$ cat src/rtl/beep_scheduler.sv
// beep_scheduler: parking-sensor style beeper. Latches a two-digit BCD
// distance, maps it to a band, and sequences ON/OFF tone bursts whose
// off-time shrinks as the object gets closer. A key-click request can
// borrow the speaker between bursts.
//
// Optional build macro: BEEP_STALE_TIMEOUT_EN
//   defined   -> band is forced to 0 after STALE_MS ms without dist_valid
//   undefined -> last band persists indefinitely (STALE_MS has no effect)
//
// state | meaning
// ------+--------------------------------------------------------------
// IDLE  | silent, waiting for a click request or a non-zero band
// ON    | tone burst, ON_MS long (band 1 re-arms for a continuous tone)
// OFF   | silent gap, length set by the band sampled on entry
// CLICK | key-click tone, CLICK_MS long, followed by a full OFF gap
module beep_scheduler #(
    parameter int TICK_DIV  = 50000,
    parameter int TONE_HALF = 65536,
    parameter int ON_MS     = 60,
    parameter int CLICK_MS  = 20,
    parameter int STALE_MS  = 500
) (
    input  logic       clk,
    input  logic       rst_n,
    input  logic       en,
    input  logic [3:0] digit1,
    input  logic [3:0] digit0,
    input  logic       dist_valid,
    input  logic       click_req,
    output logic       click_ack,
    output logic       sound,
    output logic       led,
    output logic [2:0] band,
    output logic       busy
);

    localparam int PW = (TICK_DIV > 1) ? $clog2(TICK_DIV) : 1;
    localparam int TW = (TONE_HALF > 1) ? $clog2(TONE_HALF) : 1;
    localparam int SW = (STALE_MS > 0) ? $clog2(STALE_MS + 1) : 1;
    localparam int MW = 16;

    localparam logic [1:0] S_IDLE  = 2'd0;
    localparam logic [1:0] S_ON    = 2'd1;
    localparam logic [1:0] S_OFF   = 2'd2;
    localparam logic [1:0] S_CLICK = 2'd3;

`ifdef BEEP_STALE_TIMEOUT_EN
    localparam bit STALE_EN = 1'b1;
`else
    // The stale counter still exists but never affects the band, so it
    // folds away in synthesis.
    localparam bit STALE_EN = 1'b0;
`endif

    logic [PW-1:0] presc_q, presc_d;
    logic          tick;
    logic [6:0]    num_q, num_d;
    logic [SW-1:0] stale_q, stale_d;
    logic          stale_hit;
    logic [2:0]    band_q, band_d;
    logic [1:0]    state_q, state_d;
    logic [MW-1:0] timer_q, timer_d;
    logic          phase_done;
    logic          grant;
    logic [TW-1:0] tone_q, tone_d;
    logic          sound_q, sound_d;
    logic          ack_q, ack_d;
    logic          tone_state;
    logic          tone_entry;

    function automatic logic [2:0] band_of(input logic [6:0] n);
        logic [2:0] b;
        if (n > 7'd36)       b = 3'd0;
        else if (n >= 7'd26) b = 3'd7;
        else if (n >= 7'd21) b = 3'd6;
        else if (n >= 7'd16) b = 3'd5;
        else if (n >= 7'd12) b = 3'd4;
        else if (n >= 7'd9)  b = 3'd3;
        else if (n >= 7'd7)  b = 3'd2;
        else                 b = 3'd1;
        return b;
    endfunction

    // Band 1 has no gap: an OFF entered from CLICK ends immediately.
    function automatic logic [MW-1:0] off_ms(input logic [2:0] b);
        logic [MW-1:0] t;
        case (b)
            3'd2:    t = MW'(50);
            3'd3:    t = MW'(100);
            3'd4:    t = MW'(150);
            3'd5:    t = MW'(200);
            3'd6:    t = MW'(300);
            3'd7:    t = MW'(400);
            default: t = '0;
        endcase
        return t;
    endfunction

    assign tick = (presc_q == PW'(TICK_DIV - 1));

    // Free-running millisecond prescaler
    always_comb begin
        presc_d = tick ? '0 : presc_q + 1'b1;
    end

    // Distance latch; an invalid digit latches an out-of-range number
    always_comb begin
        num_d = num_q;
        if (dist_valid) begin
            if (digit1 > 4'd9 || digit0 > 4'd9) num_d = 7'd127;
            else                                num_d = 7'(digit1) * 7'd10 + 7'(digit0);
        end
    end

    // Milliseconds since the last measurement, saturating at the limit
    always_comb begin
        stale_d = stale_q;
        if (dist_valid)              stale_d = '0;
        else if (tick && !stale_hit) stale_d = stale_q + 1'b1;
    end

    assign stale_hit = STALE_EN && (stale_q == SW'(STALE_MS));

    // Band is registered one cycle behind the latched number
    always_comb begin
        band_d = stale_hit ? 3'd0 : band_of(num_q);
    end

    // A phase ends on the tick that exhausts the timer; a zero load ends at once
    assign phase_done = (timer_q == '0) || (tick && timer_q == MW'(1));

    // Sequencer: phase transitions and phase-timer (down-counter) loads
    always_comb begin
        state_d = state_q;
        timer_d = timer_q;
        grant   = 1'b0;
        if (tick && timer_q != '0) timer_d = timer_q - 1'b1;
        case (state_q)
            S_IDLE: begin
                if (click_req) begin
                    state_d = S_CLICK;
                    timer_d = MW'(CLICK_MS);
                    grant   = 1'b1;
                end else if (band_q != 3'd0) begin
                    state_d = S_ON;
                    timer_d = MW'(ON_MS);
                end
            end
            S_ON: begin
                if (phase_done) begin
                    if (band_q == 3'd0) begin
                        state_d = S_IDLE;
                    end else if (band_q == 3'd1 && !click_req) begin
                        timer_d = MW'(ON_MS);
                    end else begin
                        // Band 1 with a pending click passes through a
                        // zero-length OFF so the click can be granted.
                        state_d = S_OFF;
                        timer_d = off_ms(band_q);
                    end
                end
            end
            S_OFF: begin
                if (band_q == 3'd0) begin
                    state_d = S_IDLE;
                end else if (click_req) begin
                    state_d = S_CLICK;
                    timer_d = MW'(CLICK_MS);
                    grant   = 1'b1;
                end else if (phase_done) begin
                    state_d = S_ON;
                    timer_d = MW'(ON_MS);
                end
            end
            S_CLICK: begin
                if (phase_done) begin
                    if (band_q != 3'd0) begin
                        state_d = S_OFF;
                        timer_d = off_ms(band_q);
                    end else begin
                        state_d = S_IDLE;
                    end
                end
            end
            default: state_d = S_IDLE;
        endcase
    end

    // ON re-arm is not an entry, so a continuous tone keeps its phase
    assign tone_state = (state_d == S_ON) || (state_d == S_CLICK);
    assign tone_entry = tone_state && (state_d != state_q);

    // Square-wave generator, cleared on phase entry and whenever muted
    always_comb begin
        tone_d  = tone_q;
        sound_d = sound_q;
        if (!tone_state || !en || tone_entry) begin
            tone_d  = '0;
            sound_d = 1'b0;
        end else if (tone_q == TW'(TONE_HALF - 1)) begin
            tone_d  = '0;
            sound_d = !sound_q;
        end else begin
            tone_d = tone_q + 1'b1;
        end
    end

    // Grant pulse coincides with the first CLICK cycle
    always_comb begin
        ack_d = grant;
    end

    // State registers
    always_ff @(posedge clk or negedge rst_n) begin
        if (!rst_n) begin
            presc_q <= '0;
            num_q   <= 7'd99;
            stale_q <= '0;
            band_q  <= 3'd0;
            state_q <= S_IDLE;
            timer_q <= '0;
            tone_q  <= '0;
            sound_q <= 1'b0;
            ack_q   <= 1'b0;
        end else begin
            presc_q <= presc_d;
            num_q   <= num_d;
            stale_q <= stale_d;
            band_q  <= band_d;
            state_q <= state_d;
            timer_q <= timer_d;
            tone_q  <= tone_d;
            sound_q <= sound_d;
            ack_q   <= ack_d;
        end
    end

    assign click_ack = ack_q;
    assign sound     = sound_q;
    assign led       = (state_q == S_ON) || (state_q == S_CLICK);
    assign band      = band_q;
    assign busy      = (state_q != S_IDLE);

endmodule

$ cat config.mk
export PLATFORM = sky130hd
export DESIGN_NAME = beep_scheduler
export DESIGN_NICKNAME = d
export VERILOG_FILES = /design/src/rtl/beep_scheduler.sv
export SDC_FILE = /design/constraint.sdc
export NUM_CORES = 1
export LEC_CHECK = 0
export CAP_MARGIN = 20
export CORE_ASPECT_RATIO = 1.75
export CORE_MARGIN = 2
export CORE_UTILIZATION = 42
export CTS_CLUSTER_SIZE = 14
export DETAILED_ROUTE_END_ITERATION = 8
export DONT_BUFFER_PORTS = 1
export GPL_ROUTABILITY_DRIVEN = 0
export SLEW_MARGIN = 0
export SYNTH_ARGS = -nofsm -noshare
export SYNTH_HDL_FRONTEND = slang
export SYNTH_SLANG_ARGS = --single-unit
$ cat constraint.sdc
create_clock -name clk -period 2.8 [get_ports clk]
set_clock_uncertainty 0.05 [all_clocks]
set_input_delay 0.84 -clock clk [delete_from_list [all_inputs] [get_ports clk]]
set_output_delay 0.84 -clock clk [all_outputs]
set_load 0.01 [all_outputs]
# Word level (Yosys, flattened, before mapping)
# Index checks and enable logic that the tools add are counted.
# classes
addsub	4
eq_ne	16
n_lt_le_gt_ge	9
mux	40
n_reduce_logical	21
multipliers	1
# op_table
operator	count
16-bit two-way mux	13
16-bit one-hot mux with 4 select lines	1
9-bit one-hot mux with 6 select lines	1
16-bit by 1-bit adder with 16-bit output (second input constant)	2
16-bit == test (second input constant)	2
2-bit two-way mux	12
7-bit by 5-bit >= comparator with 1-bit output (second input constant)	3
16-bit by 1-bit == test with 1-bit output (second input constant)	1
16-bit logical NOT	1
16-bit nonzero test	1
16-bit by 1-bit subtractor with 16-bit output (second input constant)	1
3-bit two-way mux	5
7-bit by 4-bit >= comparator with 1-bit output (second input constant)	2
3-bit == test (second input constant)	4
9-bit two-way mux	1
4-bit > comparator (second input constant)	2
2-bit one-hot mux with 4 select lines	1
7-bit by 4-bit adder with 7-bit output	1
7-bit by 3-bit >= comparator with 1-bit output (second input constant)	1
7-bit by 6-bit > comparator with 1-bit output (second input constant)	1
7-bit two-way mux	1
2-bit == test (second input constant)	3
3-bit by 2-bit == test with 1-bit output (second input constant)	2
1-bit logical OR	6
other kinds (12)	23
# word_totals
ff_bits	62
output_inout_bits	7
wordCells	99

# Depth between registers and ports, before layout
# depth
depth_word	13
mapped_depth	10

# Worst setup path after synthesis
# Ideal clock, no wire load.
# synth_timing
path_kind	input-to-reg
start	in digit1[1]
end	reg num_q[6]
n_path_buf	0
stages	7
slack_ns	0.501
arrival_ns	2.167
setup_ns	0.082
cell_sequence	ha_1 -> ha_1 -> fa_1 -> nand2_1 -> nor2_1 -> xnor2_1 -> a21oi_1
# synth_between
elab_chain_len	3
word_cells_on_any_way	5
# synth_rtl
item	line_no	source
start, declared	26	input logic [3:0] digit1,
4-bit by 3-bit multiplier with 6-bit output or 4-bit > comparator (tied branches)	111, 110	
7-bit by 4-bit adder with 7-bit output or 1-bit logical OR (tied branches)	111, 110	
7-bit two-way mux *	110	if (digit1 > 4'd9 || digit0 > 4'd9) num_d = 7'd127;
end signal, assigned	227	num_q <= num_d;
end, declared	57	logic [6:0] num_q, num_d;
# Every way passes the cells marked *; elsewhere a longest branch is shown, timed or not.
# A chain may end at the register's enable or synchronous reset.

# Final worst setup path
# layout_timing
start	reg presc_q[7]
end	reg tone_q[9]
# layout_between
elab_chain_len	13
word_cells_on_any_way	18
# layout_rtl
item	line_no	source
start, declared	55	logic [PW-1:0] presc_q, presc_d;
start signal, assigned	226	presc_q <= presc_d;
16-bit == test *	99	assign tick = (presc_q == PW'(TICK_DIV - 1));
1-bit logical AND *	130	assign phase_done = (timer_q == '0) || (tick && timer_q == MW'(1));
1-bit logical OR *	130	
2-bit two-way mux	170	end else if (phase_done) begin
2-bit two-way mux	166	end else if (click_req) begin
2-bit two-way mux	164	if (band_q == 3'd0) begin
2-bit one-hot mux with 4 select lines *	138	case (state_q)
2-bit by 1-bit == test with 1-bit output or 2-bit == test (tied branches)	190	assign tone_state = (state_d == S_ON) || (state_d == S_CLICK);
1-bit logical OR	190	
1-bit logical NOT	197	if (!tone_state || !en || tone_entry) begin
1-bit logical OR	197	
1-bit logical OR *	197	
16-bit two-way mux *	197	
net tone_d[9]	65	logic [TW-1:0] tone_q, tone_d;
end signal, assigned	232	tone_q <= tone_d;
end, declared	65	
# Mark *: on every way through the listed nets, which the timed path passes. The rest lies on a longest branch.

==> summary.md <==
| Metric | Value |
|---|---|
| Status | complete, no violations |
| Die width | 74.49 um |
| First-pass GRT wire length | 13540 um |
| Critical path endpoint category | register |
| H-tree depth | 3 |
| Die height | about 130 um |
| Max-slew violations | 0 |
| Fin nets | 430 |
| FF-to-FF Start | presc_q[7] |
| Synthesized area | 3652 um2 |
| Synth Flop Type | dfrtp_1 |
| Port bufs | 0 |
| # setup viols final | 0 |
| Crit Path Max Fanout | 9 |
| Final hold slack | 0.1561 ns |
| Fmax | between 0.4 and 0.5 GHz |
| Worst r2r dst | tone_q[9] |
| Total Routing Usage GR | 18.41% |
| Ys async rst share | 100.0% |
| Clk sink count | 62 |
| Clk Latency, worst-skew pair | 0.33 ns |
| Max-cap violations | 0 |
| Post-synth cell types | 56 |
| Initial antenna violation count | 0 |
| DIE AREA | 9487 um2 |
| HPWL after detailed placement | 5674 um |
| Share of cells above drive strength 1 | 9.046% |
| PwrDens | 590.4 nW/um2 |
| Worst Path Arrival | 2.54 ns |
| CTS tree | yes |
| Iter 0 DRT Violations | between 150 and 200 |
| Antenna Nets Post-Route | 0 |
| Grt met2 use | between 30% and 40% |
| Ant diodes | 0 |
| Least-Margin Pin Slew | between 0.7 and 0.8 ns |
| Routed wire length | 7759 um |
| CP required | 2.95 ns |
| Clock period minus worst slack | roughly 2.4 ns |
| Clock root buffer | clkbuf_16 |
| I/O pins | 20 |
| Mapped Cells | 398 |
| RSZ-0062 raised after global routing | false |
| Inserted Clock Buffers | 9 |
| DR WL/cell | 14.75 um |
| Initial Utilization | 42.68% |
| Crit path to | tone_q[9] |
| Met3 Usage GRT | 4.495% |
| Max VDD drop | 309.8 uV |
| Yosys reg bits | 62 |
| Yosys warnings | 0 |
| Setup crit start kind | register |
| Worst path slowest cell | nor4_1 |
| Vias/cell | 5.432 |
| Aggregate global routing overflow | 0 |
| CTS max path bufs | 2 |
| Hold Buf Count CTS | 0 |
| Post-cts repair resize count | 0 |
| GR peak layer | met2 |
| Number of global-route vias before repair | 2912 |
| R2R cell count | 6 |
| Hold crit path type | input port to asynchronous set/reset pin |
| Worst-path cell chain | nor4_1, a41oi_1, or2_1, o211ai_4, nand2b_1, nor2_1 |
| Crit path largest cell delay | 0.44 ns |
| Syn_area_per_cell | 9.177 um2 |
| Reg-to-reg slack, setup | approximately 0.4 ns |
| Clk slew on worst S/H paths | ~0.050 ns |
| Syn nets | 424 |
| Met1 Usage GRT | 21.46% |
| Number of flops mapped to enable cells by yosys | 0 |
| FP Rows | 45 |
| Vias after detailed routing | around 2900 |
| Crit share post-route | 85.39% |
| Hold Fails Final Rpt | 0 |
| Setup TNS | 0 ns |
| Core area | 8558 um2 |
| WS Path Type | register to register |
| P_leak | 1.756 nW |
| Pin count of the biggest net entering global routing | 63 |
| P&R area growth vs syn | 11.82% |
| Setup crit start | presc_q[7] |
| Post-CTS Setup Inserts | 0 |
| TritonRoute pass-1 iters | 4 |
| Fill cell instance count of the final layout | around 870 |
| DRC viols | 0 |
| Seq/Total Area, Yosys | a little over two fifths |
| Max_slew headroom | 46.52% |
-- logic make-up (layout without fill, tap and decap cells) --
logic type,count (synthesis),after routing,share of synthesized area [%]
flip-flops,62,62,42.62
AND/OR/NAND/NOR,173,173,24.50
buffers and inverters,29,40,3.460
multiplexers,1,1,0.2741
XOR/XNOR,47,47,11.27
adder cells (fa/ha/maj),13,13,4.865
AO/OA/AOI/OAI,73,73,13.02
-- state kept, by name (all words and copies together), names as in the netlist --
name / count
num_q: 7
tone_q: 16
click_ack: 1
band: 3
presc_q: 16
timer_q: 16
sound: 1
state_q: 2
-- cell type report --
type / count / area, um2 / share of cell area [%]
multi-input cells: 307 / 1969 / 48.22
flip-flops and latches: 62 / 1556 / 38.11
clock buffers: 13 / 270.3 / 6.618
well taps: 117 / 146.4 / 3.585
repair buffers: 9 / 67.56 / 1.654
inverters: 15 / 56.30 / 1.379
clock inverters: 3 / 17.52 / 0.4289
-- cells in the mapped netlist, types with 3 or more instances --
master,count,area share [%]
o21ai_0,21,2.9
nand3_1,22,3.0
nor2b_1,5,0.86
nor3_1,11,1.5
clkbuf_1,10,1.0
nor2_1,61,6.3
o32ai_1,3,0.72
nand2_1,27,2.8
xor2_1,30,7.2
o22ai_1,5,0.86
ha_1,11,3.8
a211oi_1,4,0.82
a21oi_1,18,2.5
nor3b_1,3,0.62
nand4_1,5,0.86
and4_1,3,0.72
and3_1,9,1.5
or2_2,3,0.51
xnor2_1,17,4.1
inv_1,15,1.5
dfrtp_1,58,40
nand2b_1,3,0.51
nor4_1,5,0.86
dfstp_2,4,2.9
-- worst max-delay path: cells and delay by family (launching register included) --
family	cells	cell delay, ns
and+or+nand+nor	4	1.26
AOI/OAI and AO/OA	2	0.52
DFF	1	0.43
-- routing by layer --
metal / vias to the layer above / share of wire [%]
met2: 46 / 52
met4: 0 / 3.6
li1: 1411 / -
met1: 1381 / 41
met3: 19 / 2.8
met5: - / 0
-- worst min-delay path by stage --
| stage | cells past startpoint | start | slack [ns] | to |
|---|---|---|---|---|
| 3_5_place_dp | 1 | presc_q[0] | 0.40 | presc_q[0] |
| 2_1_floorplan | 1 | presc_q[0] | 0.38 | presc_q[0] |
| 5_1_grt | 0 | rst_n | 0.14 | tone_q[13] |
| 3_3_place_gp | 1 | presc_q[0] | 0.39 | presc_q[0] |
| 6_report | 0 | rst_n | 0.16 | tone_q[13] |
| 4_1_cts | 0 | rst_n | 0.14 | tone_q[9] |
-- through the flow --
stage / utilization (%) / setup WS (ns) / total power (W) / cells / cell area (um2)
finish: 47.72 / 0.4092 / 0.002411 / 526 / 4084
detailed placement: 44.36 / 0.4290 / 0.001379 / 510 / 3796
global placement: 44.36 / 0.4527 / 0.001374 / 510 / 3796
global route: 47.72 / 0.2064 / 0.002531 / 526 / 4084
floorplan: - / 0.5005 / 0.001308 / 398 / 3652
CTS: 47.72 / 0.4430 / 0.002433 / 526 / 4084
-- layout by cell type, fill, tap and decap left out, types with 4 or more instances in the layout --
cell type,instances
xor2_1,30
clkbuf_16,9
o21ai_0,21
buf_4,9
dfstp_2,4
nand3_1,22
nor2_1,61
nand2_1,27
nor3_1,11
nor4_1,5
xnor2_1,17
nand4_1,5
a211oi_1,4
a21oi_1,18
inv_1,15
nor2b_1,5
and3_1,9
o22ai_1,5
dfrtp_1,58
ha_1,11
-- power by group --
group	internal (W)	leakage (nW)	switching (W)	total, W
registers	0.000956	0.804	0.0000857	0.00104
clock network	0.000668	0.142	0.000377	0.00104
logic	0.000144	0.810	0.000181	0.000325
Power figures use the tool's default switching activity.
